### config.mk
export PLATFORM = sky130hd
export DESIGN_NAME = harmonic_scheduler
export DESIGN_NICKNAME = d
export VERILOG_FILES = /design/src/rtl/harmonic_scheduler_pkg.sv /design/src/rtl/harmonic_scheduler_tick.sv /design/src/rtl/harmonic_scheduler.sv
export SDC_FILE = /design/constraint.sdc
export NUM_CORES = 1
export LEC_CHECK = 0
export ABC_AREA = 1
export CORE_ASPECT_RATIO = 1.2
export CORE_UTILIZATION = 39
export CTS_CLUSTER_SIZE = 30
export DETAILED_ROUTE_END_ITERATION = 6
export GPL_ROUTABILITY_DRIVEN = 0
export HOLD_SLACK_MARGIN = 0.08
export MAX_ROUTING_LAYER = met4
export SLEW_MARGIN = 20
export SYNTH_ARGS = -nofsm -noshare
export SYNTH_HDL_FRONTEND = slang
export SYNTH_SLANG_ARGS = --single-unit
### constraint.sdc
create_clock -name Main_Clock -period 2.05 [get_ports Main_Clock]
set_input_delay 0.3075 -clock Main_Clock [delete_from_list [all_inputs] [get_ports Main_Clock]]
set_output_delay 0.3075 -clock Main_Clock [all_outputs]
set_load 0.01 [all_outputs]
### src/rtl/harmonic_scheduler_pkg.sv
// Shared definitions for the harmonic scheduler: state encoding, default
// frame geometry and the adder-select helper.
package harmonic_scheduler_pkg;

  localparam int DEFAULT_SAMPLE_INTERVAL = 1000;
  localparam int DEFAULT_NO_OF_HARMONICS = 50;
  localparam int DEFAULT_TIMER_W         = 16;
  localparam int HARMONIC_W              = 8;

  typedef logic [2:0] state_t;

  localparam state_t WAIT_TICK   = 3'd0;
  localparam state_t SAMPLE_WAIT = 3'd1;
  localparam state_t ADDER_START = 3'd2;
  localparam state_t ADDER_WAIT  = 3'd3;
  localparam state_t ADVANCE     = 3'd4;
  localparam state_t MULT_WAIT   = 3'd5;
  localparam state_t CAPTURE     = 3'd6;

  // Even harmonics accumulate in adder 0, odd harmonics in adder 1.
  function automatic logic [1:0] adder_select(input logic parity);
    return parity ? 2'b10 : 2'b01;
  endfunction

endpackage

### src/rtl/harmonic_scheduler_tick.sv
// Sample-rate timer: free-running 0..SAMPLE_INTERVAL-1 counter with a
// one-cycle tick on the last count, independent of the scheduler state.
module sample_tick_timer
  import harmonic_scheduler_pkg::*;
#(
  parameter int SAMPLE_INTERVAL = DEFAULT_SAMPLE_INTERVAL,
  parameter int TIMER_W         = DEFAULT_TIMER_W
) (
  input  logic Main_Clock,
  input  logic Reset,
  output logic tick_o
);

  localparam logic [TIMER_W-1:0] LAST_COUNT = TIMER_W'(SAMPLE_INTERVAL - 1);

  logic [TIMER_W-1:0] timer_q;
  logic [TIMER_W-1:0] timer_d;

  // Wrap to zero after the last count of the interval.
  always_comb begin
    timer_d = (timer_q == LAST_COUNT) ? '0 : timer_q + TIMER_W'(1);
  end

  // Timer register.
  always_ff @(posedge Main_Clock) begin
    if (Reset) begin
      timer_q <= '0;
    end else begin
      timer_q <= timer_d;
    end
  end

  assign tick_o = (timer_q == LAST_COUNT);

endmodule

### src/rtl/harmonic_scheduler.sv
// Per-sample additive-synthesis sequencer. Each frame walks harmonics
// 0..NO_OF_HARMONICS-1 through sample lookup, adder accumulate and scaler
// step, then captures the totals for the DAC.
// Build option: define COMB_SKIP_EN to let i_Comb_Muted bypass the adders.
// All control outputs are registered, so a pulse and the o_Harmonic value it
// refers to appear in the same cycle.
module harmonic_scheduler
  import harmonic_scheduler_pkg::*;
#(
  parameter int SAMPLE_INTERVAL = DEFAULT_SAMPLE_INTERVAL,
  parameter int NO_OF_HARMONICS = DEFAULT_NO_OF_HARMONICS,
  parameter int TIMER_W         = DEFAULT_TIMER_W
) (
  input  logic                  Main_Clock,
  input  logic                  Reset,
  input  logic                  i_Sample_Ready,
  input  logic                  i_Freq_Too_High,
  input  logic [1:0]            i_Adder_Done,
  input  logic                  i_Mult_Ready,
  input  logic                  i_Comb_Muted,
  output logic [HARMONIC_W-1:0] o_Harmonic,
  output logic                  o_Next_Sample,
  output logic [1:0]            o_Adder_Start,
  output logic                  o_Adder_Clear,
  output logic                  o_Mult_Start,
  output logic                  o_Mult_Restart,
  output logic                  o_Capture,
  output logic                  o_DAC_Send,
  output logic                  o_Overrun,
  output logic                  o_Busy
);

  localparam logic [HARMONIC_W-1:0] LAST_HARMONIC = HARMONIC_W'(NO_OF_HARMONICS - 1);

  state_t                  state_q, state_d;
  logic [HARMONIC_W-1:0]   harmonic_q, harmonic_d;
  logic                    abort_q, abort_d;
  logic                    overrun_q, overrun_d;
  logic                    next_sample_q, next_sample_d;
  logic [1:0]              adder_start_q, adder_start_d;
  logic                    adder_clear_q, adder_clear_d;
  logic                    mult_start_q, mult_start_d;
  logic                    mult_restart_q, mult_restart_d;
  logic                    capture_q, capture_d;
  logic                    dac_send_q, dac_send_d;

  logic tick;
  logic muted;
  logic frame_end;

  sample_tick_timer #(
    .SAMPLE_INTERVAL(SAMPLE_INTERVAL),
    .TIMER_W        (TIMER_W)
  ) u_tick_timer (
    .Main_Clock(Main_Clock),
    .Reset     (Reset),
    .tick_o    (tick)
  );

`ifdef COMB_SKIP_EN
  assign muted = i_Comb_Muted;
`else
  logic unused_comb_muted;
  assign unused_comb_muted = i_Comb_Muted;
  assign muted = 1'b0;
`endif

  // A frame stops after the last harmonic, above Nyquist, or once it has
  // already missed its sample deadline.
  assign frame_end = (harmonic_q == LAST_HARMONIC) || i_Freq_Too_High || abort_q;

  // State and output registers.
  always_ff @(posedge Main_Clock) begin
    if (Reset) begin
      state_q        <= WAIT_TICK;
      harmonic_q     <= '0;
      abort_q        <= 1'b0;
      overrun_q      <= 1'b0;
      next_sample_q  <= 1'b0;
      adder_start_q  <= 2'b00;
      adder_clear_q  <= 1'b0;
      mult_start_q   <= 1'b0;
      mult_restart_q <= 1'b0;
      capture_q      <= 1'b0;
      dac_send_q     <= 1'b0;
    end else begin
      state_q        <= state_d;
      harmonic_q     <= harmonic_d;
      abort_q        <= abort_d;
      overrun_q      <= overrun_d;
      next_sample_q  <= next_sample_d;
      adder_start_q  <= adder_start_d;
      adder_clear_q  <= adder_clear_d;
      mult_start_q   <= mult_start_d;
      mult_restart_q <= mult_restart_d;
      capture_q      <= capture_d;
      dac_send_q     <= dac_send_d;
    end
  end

  // Next-state logic: every wait state leaves after a single sampled handshake.
  always_comb begin
    state_d = state_q;
    case (state_q)
      WAIT_TICK:   if (tick) state_d = SAMPLE_WAIT;
      SAMPLE_WAIT: if (i_Sample_Ready) state_d = muted ? ADVANCE : ADDER_START;
      ADDER_START: state_d = ADDER_WAIT;
      ADDER_WAIT:  if (i_Adder_Done[harmonic_q[0]]) state_d = ADVANCE;
      ADVANCE:     state_d = frame_end ? CAPTURE : MULT_WAIT;
      MULT_WAIT:   if (i_Mult_Ready) state_d = SAMPLE_WAIT;
      CAPTURE:     state_d = WAIT_TICK;
      default:     state_d = WAIT_TICK;
    endcase
  end

  // Output logic: pulses, harmonic index and overrun bookkeeping.
  always_comb begin
    harmonic_d     = harmonic_q;
    abort_d        = abort_q;
    overrun_d      = overrun_q;
    next_sample_d  = 1'b0;
    adder_start_d  = 2'b00;
    adder_clear_d  = 1'b0;
    mult_start_d   = 1'b0;
    mult_restart_d = 1'b0;
    capture_d      = 1'b0;
    dac_send_d     = 1'b0;

    // A tick while a frame is still running means the deadline was missed.
    if (tick && (state_q != WAIT_TICK)) begin
      overrun_d = 1'b1;
      abort_d   = 1'b1;
    end

    case (state_q)
      WAIT_TICK: begin
        if (tick) begin
          dac_send_d     = 1'b1;
          mult_restart_d = 1'b1;
          next_sample_d  = 1'b1;
          harmonic_d     = '0;
        end
      end
      ADDER_START: begin
        adder_start_d = adder_select(harmonic_q[0]);
      end
      ADVANCE: begin
        if (!frame_end) begin
          harmonic_d    = harmonic_q + HARMONIC_W'(1);
          next_sample_d = 1'b1;
          mult_start_d  = 1'b1;
        end
      end
      CAPTURE: begin
        capture_d     = 1'b1;
        adder_clear_d = 1'b1;
        // The send owed to a missed tick (earlier or this very cycle) goes
        // out late with the capture; abort is settled either way.
        if (abort_q || tick) dac_send_d = 1'b1;
        abort_d = 1'b0;
      end
      default: ;
    endcase
  end

  assign o_Harmonic     = harmonic_q;
  assign o_Next_Sample  = next_sample_q;
  assign o_Adder_Start  = adder_start_q;
  assign o_Adder_Clear  = adder_clear_q;
  assign o_Mult_Start   = mult_start_q;
  assign o_Mult_Restart = mult_restart_q;
  assign o_Capture      = capture_q;
  assign o_DAC_Send     = dac_send_q;
  assign o_Overrun      = overrun_q;
  assign o_Busy         = (state_q != WAIT_TICK);

endmodule

[After elaboration in Yosys (flattened, before gate mapping)]
Cells that the tools add are included.
Word-level totals
  logic and storage cells: 62
  output and inout port bits: 18
  input port bits: 8
  flip-flop bits (word level): 36
Cells by class
  muxes and demuxes: 18
  reduce and logical (&&, ||, !) cells: 14
  order comparisons: 1
  add/sub/neg operators: 2
  bitwise gates (word level): 3
  eq/ne operators: 13
Operators by type and width (number)
  3-bit one-hot mux with 6 select lines: 1
  16-bit by 1-bit adder with 16-bit output, second input constant: 1
  16-bit by 10-bit equality test with 1-bit output, second input constant: 1
  8-bit two-way mux: 2
  8-bit one-hot mux with 2 select lines: 1
  3-bit two-way mux: 4
  2-bit != test, second input constant: 5
  2-bit OR reduction: 5
  3-bit equality test, second input constant: 3
  8-bit by 1-bit adder with 8-bit output, second input constant: 1
  8-bit by 6-bit equality test with 1-bit output, second input constant: 1
  3-bit by 2-bit equality test with 1-bit output, second input constant: 2
  1-bit two-way mux: 6
  2-bit two-way mux: 2
  1-bit one-hot mux with 2 select lines: 2
  4-bit AND reduction: 1
  3-bit by 1-bit equality test with 1-bit output, second input constant: 1
  3-bit logical NOT: 1
  1-bit logical OR: 3
  1-bit inverter: 3
  3-bit AND reduction: 1
  3-bit nonzero test: 1
  1-bit by 2-bit less-than comparator with 1-bit output, second input constant: 1
  2-bit nonzero test: 1
  1-bit logical AND: 1

[Depth between registers and ports, before layout]
Gate-level depths: netlist of run 1.
  depth in word-level cells: 5
  mapped depth: 11
  depth with buffers taken out: 11

[Cells and area by module]
From an unflattened synthesis of run 1, not the netlist that was laid out.
Unflattened totals
  cell total of the unflattened synthesis: 280
  area, all modules: 1886.8 um^2
Modules (own cells, without submodules)
  harmonic_scheduler: cells an instance 150, area each 1018.5 um^2, times used 1, sequential area each 400.4 um^2
  sample_tick_timer: cells an instance 130, area each 868.3 um^2, times used 1, sequential area each 320.3 um^2

[Worst setup path before layout of run 1]
OpenSTA, ideal clock, no wires.
  kind: register to register
  from: reg u_tick_timer.timer_q[0]
  to: reg u_tick_timer.timer_q[11]
  clock period less this slack: 1372 ps
  setup time: 122 ps
  stages on the path, launching flop included: 8
  path buffers: 1
  arrival time: 1251 ps
  slack: 678 ps
  data required time: 1928 ps
  cell sequence: dfxtp_1 ha_1 nand3_1 nor2_4 nand2_2 nand2_2 buf_4 a21oi_1
On the way
  longest elaborated chain between the ends: 2
  elaborated cells between the ends (all ways): 3
  those cells by class: add/sub: 1; eq/ne: 1; reduce/logical: 1
Ends and longest elaborated chain
  start, declared: RTL line harmonic_scheduler_tick.sv:16  | logic [TIMER_W-1:0] timer_q;
  start signal, assigned: RTL line harmonic_scheduler_tick.sv:29  | timer_q <= timer_d;
  branches (longest 2 deep; another with 16-bit by 1-bit adder with 16-bit output)
Parallel ways; which one is timed is not known.
A chain may end at the register's enable or synchronous reset.

[Worst setup path in the final report of run 1]
  from: reg state_q[0]
  to: out o_Busy
On the way
  longest elaborated chain between the ends: 1
Ends and longest elaborated chain
  start, declared: RTL line harmonic_scheduler.sv:35  | state_t state_q, state_d;
  start signal, assigned: RTL line harmonic_scheduler.sv:87  | state_q <= state_d;
  3-bit nonzero test: RTL line harmonic_scheduler.sv:175  | assign o_Busy = (state_q != WAIT_TICK);
  end, declared: RTL line harmonic_scheduler.sv:30  | output logic o_Busy
Every way passes these cells.

==> flow_summary.ini, run 1 <==
[outcome]
status = finished, final reports clean

[grt]
grt_antenna_before_repair = 0
gr-total-overflow = 0
grt_pass1_wl_mm = 6.80
grt_pass1_vias = 1596
grt_start_max_net_pins = 19
track_usage_pct = 17.9

[clocking]
cts_sinks = 36
clk_latency_ps = 290
hold_buffers = 0
cts-root-buf = clkbuf_8
cts_tree = done
ctsResizeCount = 0
cts_setup_buffers = 0
cts.path.max_buffers = 2
htreeDepth = 2
clkTransAtPathRegs_ps = 70
cts_made_buffers = 5

[route]
num_vias = 1731
viasPerCell = 4.86
post_drt_wl_per_cell_um = 11.1
drc_errors = 0
firstDrtPassIters = 4
antenna_left = 0
drtIter0Drc = 114
wl_mm = 3.96

[sta]
setup_tns_ps = 0
finalSetupViolations = 0
final_hold_viol_count = 0
fin_crit_ps = 1930
setup_slack_ps = 119
tightest_slew_ps = 425
maxSlewViolCount = 0
period_share_pct = 94.2
slew_headroom_pct = 71.5
fmax_mhz = 518
finalClockSkew_ps = 8.85
rsz0062_at_grt = no

[critical_path]
cp.required_ps = 1740
r2r_slack_ps = 390
cp-end-kind = primary output
r2r-end = u_tick_timer.timer_q[10]
timing_worst_setup_path_type = reg -> out
cp_data_arrival_time_ps = 1620
critPathLaunch = state_q[0]
cp_max_fo = 6
start_kind = flop
ff2ff_path_depth = 7
reg2reg_from = u_tick_timer.timer_q[0]

[synth]
synth_nets = 281
synth_top_area_cell = dfxtp_1
synth_cells = 270
synth_area_um2 = 1900
synth_area_per_cell_um2 = 7.04
seq_area_frac_synth_pct = 37.9
synth_top_area_share_pct = 37.9
synth_area_leaders = dfxtp_1 38%, nand2_1 12%, inv_1 6.7%
ys_types = 34
yosysWarnings = 0
ys_ff_latch = 36

[floorplan]
initial_core_util_pct = 41.1
core-area_um2 = 4630
rows = 27
ios = 26
dieArea_um2 = 5160
die_h_um = 78.5
die_w_um = 65.7

[finish]
finalNetCount = 309
antenna_cells = 0
final_area_um2 = 2270
syn2layout_area_growth_pct = 19.4
final_layout_size_suffix_gt1_share_pct = 10.4

[place]
hpwl_mm = 2.96
place_area_um2 = 2190
post-place-ws_ps = 412
place.port_buffers = 24

[hold_path]
hold_depth = 2
hp-start = o_Overrun
holdCritPathClass = reg -> reg
hold_end = o_Overrun

[flow_run]
maxCapViolCount = 0

[pwr]
vdd_drop_max_mv = 0.314
leakagePower_nw = 0.818
power_density_nw_per_um2 = 540
## per-layer routing
metal	vias up	wire, µm	GRT usage, %
met1	765	1730	18.1
li1	925	-	-
met5	-	0	-
met2	35	1990	31.2
met4	0	78	9.35
met3	6	161	4.51
## how the worst max path moves through the flow
stage	endpoint	slack, ps	cells after the start
final	o_Busy	120	5
after global placement	u_tick_timer.timer_q[10]	430	7
after CTS	o_Busy	90	5
after floorplan	u_tick_timer.timer_q[11]	680	7
after detailed placement	u_tick_timer.timer_q[10]	410	7
after global routing	o_Busy	10	5
## final cells by class
| cell class | count | area (µm²) |
|---|---|---|
| tap | 58 | 72.6 |
| inverter | 40 | 153 |
| sequential | 36 | 721 |
| multi-input combinational | 190 | 997 |
| clock buffer | 6 | 72.6 |
| fill | 498 | 2360 |
| timing repair buffer | 25 | 248 |
| clock inverter | 1 | 5.00 |
## cells in the mapped netlist (all sizes together)
cell / number
ha: 3
nand4: 6
nor4: 2
o21bai: 2
o21ai: 4
nor3b: 2
or2: 1
xnor2: 1
nand2: 65
buf: 3
clkinv: 1
nor3: 15
nor2: 37
clkbuf: 1
xor2: 3
a31oi: 1
a21oi: 23
nand3: 24
dfxtp: 36
a211oi: 1
inv: 39
## cells in the final DEF (no fill, tap or decap), types with 3 or more instances in the layout
cell type	netlist	routed
a21oi_1	22	22
clkbuf_8	0	5
clkdlybuf4s50_1	0	24
dfxtp_1	36	36
ha_1	3	3
inv_1	34	34
inv_2	4	4
nand2_1	60	60
nand2_2	4	4
nand3_1	21	21
nand4_1	5	5
nor2_1	30	30
nor2_2	3	3
nor2_4	4	4
nor3_1	13	13
o21ai_0	4	4
xor2_1	3	3
## stage by stage
| step | utilization (%) | hold WS [ps] | total power [W] | std cells |
|---|---|---|---|---|
| finish | 49.0 | 455 | 0.00123 | 356 |
| global route | 49.0 | 475 | 0.00128 | 356 |
| CTS | 49.0 | 463 | 0.00125 | 356 |
| detailed placement | 47.3 | 452 | 0.000766 | 349 |
| global placement | 47.3 | 445 | 0.000766 | 349 |
| floorplan | - | 440 | 0.000750 | 270 |
## cell families after synthesis
group / count (synthesis) / synth area share [%]
AOI/OAI and AO/OA: 31 / 8.82
adders and majority gates: 3 / 1.98
buffers and inverters: 44 / 9.61
and+or+nand+nor: 152 / 39.8
xor gates and xnor gates: 4 / 1.84
DFF: 36 / 37.9
## report_power, final
group / switching (W) / internal (W)
Sequential: 0.00000540 / 0.000704
Clock: 0.000246 / 0.000231
Combinational: 0.0000219 / 0.0000182
## critical path, stage by stage, from the launching register on
cell             delay, ps
dfxtp_1                470
nor2_2                  70
inv_1                  110
nor2_4                  70
inv_1                   90
clkdlybuf4s50_1        530
## sequential cells by signal, indices dropped and copies added, names as in the netlist
name / cells
abort_q: 1
o_Adder_Start: 2
o_Capture: 1
o_DAC_Send: 1
o_Harmonic: 8
o_Mult_Restart: 1
o_Mult_Start: 1
o_Next_Sample: 1
o_Overrun: 1
state_q: 3
u_tick_timer.timer_q: 16
No activity file was read; power rests on OpenSTA's default activity.
==> inputs of run 2 (changes only) <==
--- a/config.mk
+++ b/config.mk
@@ -7,13 +7,13 @@
 export LEC_CHECK = 0
 export ABC_AREA = 1
 export CORE_ASPECT_RATIO = 1.2
+export CORE_MARGIN = 2
 export CORE_UTILIZATION = 39
 export CTS_CLUSTER_SIZE = 30
 export DETAILED_ROUTE_END_ITERATION = 6
-export GPL_ROUTABILITY_DRIVEN = 0
 export HOLD_SLACK_MARGIN = 0.08
 export MAX_ROUTING_LAYER = met4
-export SLEW_MARGIN = 20
+export SLEW_MARGIN = 10
 export SYNTH_ARGS = -nofsm -noshare
 export SYNTH_HDL_FRONTEND = slang
 export SYNTH_SLANG_ARGS = --single-unit
==> run 2 against run 1 <==
Compared with the run above:
- worst setup slack lost 1.1 ps
- clock skew about the same
- worst hold slack worse by 0.53 ps
- wire length about the same
- core utilization unchanged
- register-to-register slack better by 20 ps
- global-route usage down 1.3 points
- combinational power up 1%
- non-clock buffer count stayed put
- first-iteration DRC count grew 4.4%
- critical path type unchanged
- largest cell class unchanged
==> flow_summary.ini, run 2 (synthesis gave the netlist of run 1 again) <==
[finish]
postLayoutCoreUtil_pct = 49.0
fillerInstances = 480
antenna_cells = 0
finalNetCount = 309
layout_commonest_cell = nand2_1
largest_reg_flops = 16
final_area_um2 = 2270
top_register = u_tick_timer.timer_q
mostFrequentLayoutCells = 60 x nand2_1, 36 x dfxtp_1, 34 x inv_1, 30 x nor2_1, 24 x clkdlybuf4s50_1
syn2layout_area_growth_pct = 19.4
final_layout_size_suffix_gt1_share_pct = 10.4
final_cells = 356

[critical_path]
crit_buf_inv = 3
endpoint = o_Busy
cp_max_fo = 6
crit_path_top_delay_cell = clkdlybuf4s50_1
timing_worst_setup_path_type = reg -> out
cp_data_arrival_time_ps = 1620
critPathLaunch = state_q[0]
r2r_slack_ps = 410
cp_top_family = buffers and inverters
critPathMaxStageDelay_ps = 530
r2r-end = u_tick_timer.timer_q[10]
path_cells = nor2_2, inv_1, nor2_4, inv_1, clkdlybuf4s50_1
start_kind = flop
cp.required_ps = 1740
cp-end-kind = primary output
path_common_cell = inv_1
reg2reg_from = u_tick_timer.timer_q[0]
worstSetupPathDepth = 5
ff2ff_path_depth = 7

[place]
finalWeightedCongestion = 0.845
hpwl_mm = 3.00
post-place-ws_ps = 411
dp.cells = 349
place.port_buffers = 24
place_area_um2 = 2190

[route]
wl_mm = 3.96
firstDrtPassIters = 4
num_vias = 1751
viasPerCell = 4.92
post_drt_wl_per_cell_um = 11.1
drtIter0Drc = 119
antenna_left = 0
drc_errors = 0

[grt]
grt_pass1_vias = 1561
track_usage_pct = 16.7
grt_antenna_before_repair = 0
gr-total-overflow = 0
grt_start_max_net_pins = 19
grt_pass1_wl_mm = 6.63

[pwr]
leakagePower_nw = 0.818
vdd_drop_max_mv = 0.266
power_density_nw_per_um2 = 538

[sta]
finalSetupViolations = 0
final_hold_viol_count = 0
maxSlewViolCount = 0
rsz0062_at_grt = no
setup_slack_ps = 118
tightest_slew_ps = 401
fin_crit_ps = 1930
period_share_pct = 94.2
fmax_mhz = 518
finalClockSkew_ps = 8.90
setup_tns_ps = 0
slew_headroom_pct = 73.1

[clocking]
clk_latency_ps = 290
cts.path.max_buffers = 2
cts_made_buffers = 5
clkTransAtPathRegs_ps = 70
cts_tree = done
hold_buffers = 0
cts_sinks = 36
cts-root-buf = clkbuf_8
htreeDepth = 2
ctsResizeCount = 0
cts_setup_buffers = 0

[floorplan]
die_w_um = 67.7
core-area_um2 = 4630
rows = 27
initial_core_util_pct = 41.1
dieArea_um2 = 5450
ios = 26
die_h_um = 80.5

[hold_path]
holdCritPathClass = reg -> reg
hp-start = o_Overrun

[outcome]
status = finished, final reports clean

[flow_run]
maxCapViolCount = 0
==> run 2: routing by layer <==
layer | wire length, µm | GRT usage (%)
met5 | 0 | -
met2 | 2020 | 28.8
met1 | 1760 | 17.6
met4 | 53 | 6.73
met3 | 131 | 4.62
==> run 2: tightest hold or removal path, cell delays in order, from the launching register on <==
cell and delay, ps:
dfxtp_1 310, inv_1 50, a21oi_1 50
==> run 2: stage by stage <==
step / total power (W) / hold WS, ps
after floorplan: 0.000750 / 440
after global routing: 0.00128 / 482
final: 0.00122 / 455
after CTS: 0.00125 / 460
after global placement: 0.000766 / 445
after detailed placement: 0.000766 / 449
==> run 2: final cells by class <==
class	instances	area (µm²)	area share (%)
multi-input cells	190	997	44.0
flip-flops and latches	36	721	31.8
inverters	40	153	6.73
clock buffers	6	72.6	3.20
well taps	58	72.6	3.20
repair buffers	25	248	10.9
clock inverters	1	5.00	0.221
==> run 2: worst min path at each step <==
stage                         endpoint  cells past startpoint
6_report                     o_Overrun                      2
5_1_grt                      o_Overrun                      2
4_1_cts                      o_Overrun                      2
3_5_place_dp                 o_Overrun                      2
3_3_place_gp                 o_Overrun                      2
2_1_floorplan  u_tick_timer.timer_q[0]                      1
==> run 2: power breakdown <==
| group | switching [W] | internal, W | leakage [nW] |
|---|---|---|---|
| Clock | 0.000238 | 0.000231 | 0.0410 |
| Sequential | 0.00000545 | 0.000704 | 0.290 |
| Combinational | 0.0000223 | 0.0000184 | 0.487 |
